<file path="src/rtl/brush_stamp_writer.sv">
// Square brush stamp writer: latches cursor, radius and material on a draw request,
// then walks the clipped square row-major, one VRAM write per granted cycle.
module brush_stamp_writer #(
  parameter int COLUMNS    = 640,
  parameter int ROWS       = 400,
  parameter int ADDR_WIDTH = $clog2(COLUMNS*ROWS),
  parameter int DATA_WIDTH = 2
) (
  input  logic                         clk_i,
  input  logic                         reset_i,
  input  logic                         draw_en_i,
  input  logic [2:0]                   brush_radius_i,
  input  logic [DATA_WIDTH-1:0]        material_i,
  input  logic [$clog2(COLUMNS)-1:0]   mouse_x_position_i,
  input  logic [$clog2(ROWS)-1:0]      mouse_y_position_i,
  input  logic                         wr_grant_i,
  output logic [ADDR_WIDTH-1:0]        wr_address_o,
  output logic [DATA_WIDTH-1:0]        wr_data_o,
  output logic                         wr_en_o,
  output logic                         busy_o,
  output logic                         done_o
);

  localparam int XW = $clog2(COLUMNS);
  localparam int YW = $clog2(ROWS);
  localparam logic [XW-1:0]         X_MAX    = XW'(COLUMNS-1);
  localparam logic [YW-1:0]         Y_MAX    = YW'(ROWS-1);
  localparam logic [ADDR_WIDTH-1:0] ROW_STEP = ADDR_WIDTH'(COLUMNS);

  // state  | meaning
  // IDLE   | waiting for draw_en_i ; SETUP | bounds + first address
  // SWEEP  | one write per grant    ; DONE  | one-cycle done pulse
  typedef enum logic [1:0] {S_IDLE, S_SETUP, S_SWEEP, S_DONE} state_t;

  state_t                r_state;
  logic [XW-1:0]         r_x;
  logic [YW-1:0]         r_y;
  logic [2:0]            r_rad;
  logic [DATA_WIDTH-1:0] r_mat;
  logic [XW-1:0]         r_x_lo;
  logic [XW-1:0]         r_x_hi;
  logic [YW-1:0]         r_y_hi;
  logic [XW-1:0]         r_cur_x;
  logic [YW-1:0]         r_cur_y;
  logic [ADDR_WIDTH-1:0] r_row_base;

  logic [XW-1:0]         w_x_clamp;
  logic [YW-1:0]         w_y_clamp;
  logic [XW-1:0]         w_x_rad;
  logic [YW-1:0]         w_y_rad;
  logic [XW:0]           w_x_sum;
  logic [YW:0]           w_y_sum;
  logic [XW-1:0]         w_x_lo;
  logic [XW-1:0]         w_x_hi;
  logic [YW-1:0]         w_y_lo;
  logic [YW-1:0]         w_y_hi;
  logic [ADDR_WIDTH-1:0] w_row_lo;
  logic [ADDR_WIDTH-1:0] w_first_addr;
  logic [ADDR_WIDTH-1:0] w_next_row;
  logic                  w_accept;
  logic                  w_last_col;
  logic                  w_last_row;

  assign w_x_clamp = (mouse_x_position_i > X_MAX) ? X_MAX : mouse_x_position_i;
  assign w_y_clamp = (mouse_y_position_i > Y_MAX) ? Y_MAX : mouse_y_position_i;

  // Widened sums so x+r / y+r near the far edge never wrap before clipping
  assign w_x_rad = XW'(r_rad);
  assign w_y_rad = YW'(r_rad);
  assign w_x_sum = {1'b0, r_x} + {1'b0, w_x_rad};
  assign w_y_sum = {1'b0, r_y} + {1'b0, w_y_rad};
  assign w_x_lo  = (r_x >= w_x_rad) ? (r_x - w_x_rad) : '0;
  assign w_y_lo  = (r_y >= w_y_rad) ? (r_y - w_y_rad) : '0;
  assign w_x_hi  = (w_x_sum > {1'b0, X_MAX}) ? X_MAX : w_x_sum[XW-1:0];
  assign w_y_hi  = (w_y_sum > {1'b0, Y_MAX}) ? Y_MAX : w_y_sum[YW-1:0];

  assign w_row_lo     = ADDR_WIDTH'(w_y_lo) * ROW_STEP;
  assign w_first_addr = w_row_lo + ADDR_WIDTH'(w_x_lo);
  assign w_next_row   = r_row_base + ROW_STEP;

  assign w_accept   = wr_en_o & wr_grant_i;
  assign w_last_col = (r_cur_x == r_x_hi);
  assign w_last_row = (r_cur_y == r_y_hi);

  always_ff @(posedge clk_i or negedge reset_i) begin
    if (!reset_i) begin
      r_state      <= S_IDLE;
      r_x          <= '0;
      r_y          <= '0;
      r_rad        <= '0;
      r_mat        <= '0;
      r_x_lo       <= '0;
      r_x_hi       <= '0;
      r_y_hi       <= '0;
      r_cur_x      <= '0;
      r_cur_y      <= '0;
      r_row_base   <= '0;
      wr_address_o <= '0;
      wr_data_o    <= '0;
      wr_en_o      <= 1'b0;
      busy_o       <= 1'b0;
      done_o       <= 1'b0;
    end else begin
      case (r_state)
        S_IDLE: begin
          done_o <= 1'b0;
          if (draw_en_i) begin
            r_x     <= w_x_clamp;
            r_y     <= w_y_clamp;
            r_rad   <= brush_radius_i;
            r_mat   <= material_i;
            busy_o  <= 1'b1;
            r_state <= S_SETUP;
          end
        end

        S_SETUP: begin
          r_x_lo       <= w_x_lo;
          r_x_hi       <= w_x_hi;
          r_y_hi       <= w_y_hi;
          r_cur_x      <= w_x_lo;
          r_cur_y      <= w_y_lo;
          r_row_base   <= w_row_lo;
          wr_address_o <= w_first_addr;
          wr_data_o    <= r_mat;
          wr_en_o      <= 1'b1;
          r_state      <= S_SWEEP;
        end

        S_SWEEP: begin
          if (w_accept) begin
            if (!w_last_col) begin
              r_cur_x      <= r_cur_x + 1'b1;
              wr_address_o <= wr_address_o + 1'b1;
            end else if (!w_last_row) begin
              r_cur_x      <= r_x_lo;
              r_cur_y      <= r_cur_y + 1'b1;
              r_row_base   <= w_next_row;
              wr_address_o <= w_next_row + ADDR_WIDTH'(r_x_lo);
            end else begin
              wr_en_o <= 1'b0;
              busy_o  <= 1'b0;
              done_o  <= 1'b1;
              r_state <= S_DONE;
            end
          end
        end

        S_DONE: begin
          done_o  <= 1'b0;
          r_state <= S_IDLE;
        end

        default: begin
          wr_en_o <= 1'b0;
          busy_o  <= 1'b0;
          done_o  <= 1'b0;
          r_state <= S_IDLE;
        end
      endcase
    end
  end

endmodule

</file>
<file path="config.mk">
export PLATFORM = sky130hd
export DESIGN_NAME = brush_stamp_writer
export DESIGN_NICKNAME = d
export VERILOG_FILES = /design/src/rtl/brush_stamp_writer.sv
export SDC_FILE = /design/constraint.sdc
export NUM_CORES = 1
export LEC_CHECK = 0
export CORE_UTILIZATION = 54
export CTS_CLUSTER_SIZE = 28
export DETAILED_ROUTE_END_ITERATION = 6
export MAX_ROUTING_LAYER = met4
export PLACE_DENSITY = 0.77
export SLEW_MARGIN = 20
export SYNTH_ARGS = -nofsm -noshare
export SYNTH_HDL_FRONTEND = slang
export SYNTH_SLANG_ARGS = --single-unit
</file>
<file path="constraint.sdc">
create_clock -name clk_i -period 4 [get_ports clk_i]
set_clock_uncertainty 0.05 [all_clocks]
set_input_delay 0.4 -clock clk_i [delete_from_list [all_inputs] [get_ports clk_i]]
set_output_delay 0.4 -clock clk_i [all_outputs]
set_load 0.02 [all_outputs]
</file>
==> results.tsv <==
metric	value	unit
placed wire-length estimate	13400	microns
max_slew headroom	0.351	
synthesis-to-finish area growth	17.3	%
Worst R2R Path Depth	17	
Max Cap Viol	0	
cell area after synthesis	0.00751	sq mm
number of vias per cell	5.95	
Setup TNS	0	ps
clock slew at the register clock pins of the worst setup and hold paths	80	ps
worst skew pair latency	360	ps
Port Buffers	50	
Syn Area/Cell	8.82	sq um
RSZ-0062 raised after global routing	true	
Arr. time, crit path	4090	ps
largest net degree at the start of global routing	57	
gr usage total	0.276	
Num CTS Buffers	9	
status	finished with violations	
Setup violations, final	0	
critical path launch point type	flop	
Synth cell types	70	
Max FO, Critical Path	4	
multi-input logic area	0.00463	sq mm
number of global-route vias before repair	6127	
Tmin final	3860	ps
DR pass1 iterations	5	
Clock Sinks	108	
final global-route overflow total	0	
initial DRC count	459	
Period Utilization, post-route	0.965	
Root Driver	clkbuf_16	
Yosys warning count	0	
ys flop type	dfrtp_1	
final hold violation count	9	
core area	0.0134	sq mm
Crit Path Class	flop to flop	
fill count	1128	
via count	6484	
Top-Level Pins	51	
clock buffer depth	2	
CTS H-tree depth	3	
antenna violations before repair	0	
Post-synth ARST share	1.00	
Slew @ Worst Pin	974	ps
first-pass GRT wire length	30600	microns
EDFF count, synth	0	
drt wl/cell	16.8	microns
flops & latches, synth	108	
commonest cells after routing, fill and taps aside	dfrtp_1, nand2_1, nor2_1, a21oi_1, xnor2_1	
WHS	-7.60	ps
Hold Crit Class	input pin to asynchronous set/reset pin	
DIE AREA	0.0144	sq mm
CTS tree	done	
DIE HEIGHT	120	microns
Starting Density	0.561	
Mapped Cells	852	
Post-DRT Antenna Nets	0	
sequential-to-total area share from yosys stat	0.360	
CP Capture Type	flop	
Final Wtd Congestion	0.946	
row cnt	42	
DRC	0	
Synthesized Nets	923	
drt total wl	18300	microns
Register Area	0.00270	sq mm
Max Fclk	259	MHz
Die X	120	microns
antenna fix cells	0	
layout cells sized above 1	0.121	
Pins Over Slew Limit	0	
critical path required time	4230	ps
failing checks	hold timing	
final layout net count	980	
commonest non-fill, non-tap cell in the layout	dfrtp_1	
-- metrics by stage --
stage	util	area [sq um]	hold WS, ps	setup WS [ps]	instances
CTS	0.648	8680	18.4	12.7	1088
finish	0.658	8810	-7.60	138	1090
global placement	0.625	8380	391	84.8	1071
detailed placement	0.625	8380	404	-104	1071
global route	0.658	8810	43.3	-64.9	1090
floorplan	-	7530	54.4	28.5	852
-- registers in the layout, summed over array words and instances, names as in the netlist, 3 cells and up --
name          flops
r_x_hi           10
r_y               9
r_cur_x          10
r_cur_y           9
r_x              10
wr_address_o     18
r_x_lo           10
r_row_base       11
r_rad             3
r_y_hi            9
-- worst paths after layout --
check,slack (ps),endpoint,start
setup / recovery,140,wr_address_o[16],r_y[0]
hold / removal,-8,wr_address_o[10],reset_i
setup reg to reg,140,wr_address_o[16],r_y[0]
hold reg to reg,430,r_mat[1],r_mat[1]
max in group asynchronous,2990,r_y_hi[2],reset_i
min in group clk_i,430,r_mat[1],r_mat[1]
-- routing by layer --
metal,vias up,global-route usage,share of wire
met2,219,0.423,0.46
li1,3146,-,-
met3,24,0.0314,0.051
met4,0,0.102,0.020
met5,-,-,0
met1,3095,0.378,0.47
-- synth_stat cells (all sizes together) (7+ instances only) --
library cell / number / area, sq um
o22a: 15 / 131
nand2: 96 / 363
nand2b: 9 / 56.3
a31oi: 8 / 50.1
mux2: 11 / 124
o21ai: 48 / 240
a21o: 7 / 52.6
ha: 37 / 463
and3: 7 / 43.8
nor2b: 9 / 56.3
dfrtp: 108 / 2700
nand4: 13 / 96.3
clkbuf: 36 / 135
buf: 14 / 67.6
xnor2: 50 / 438
mux2i: 16 / 164
a21oi: 59 / 299
nor4: 9 / 90.1
nand3: 31 / 155
nor3: 18 / 95.1
inv: 34 / 128
o211ai: 10 / 75.1
a211oi: 8 / 60.1
xor2: 39 / 342
nor2: 74 / 278
-- logic make-up (layout without fill, tap and decap cells) --
group	after synthesis	in the layout	share of synthesized area
compound gates	209	209	0.185
flops	108	108	0.360
xor+xnor	90	90	0.107
mux	27	27	0.0383
simple gates	290	290	0.188
buf+inv	84	146	0.0440
fa+ha+maj	44	44	0.0789
-- worst max-delay path, cell delays in order (launching register included) --
cell and delay (ps):
dfrtp_1 390, inv_2 90, ha_4 130, inv_1 50, fa_2 380, a211oi_2 200, buf_4 150, xnor2_1 110
nor2_1 80, ha_1 350, ha_1 320, a211oi_2 300, o21bai_1 130, a21oi_1 240, xor2_2 140, or3_1 400
xnor2_1 130, o211ai_1 140
-- cell type report --
type	count	area share
Multi-Input combinational cell	660	0.526
Sequential cell	108	0.307
Timing Repair Buffer	96	0.0957
Clock buffer	12	0.0268
Tap cell	176	0.0250
Inverter	34	0.0145
Clock inverter	4	0.00554
-- what timing repair did --
| action | 4_1_cts | 5_1_grt |
|---|---|---|
| hold buffers | 0 | 0 |
| setup endpoints to repair | 4 | 8 |
| endpoints found under the hold margin | 0 | 0 |
| buffers inserted | 1 | 2 |
| pin swaps | 4 | 14 |
| resized for setup | 2 | 26 |
Power is not shown: default switching activity piles up to over one toggle a cycle in this logic, so the estimate is an artifact.
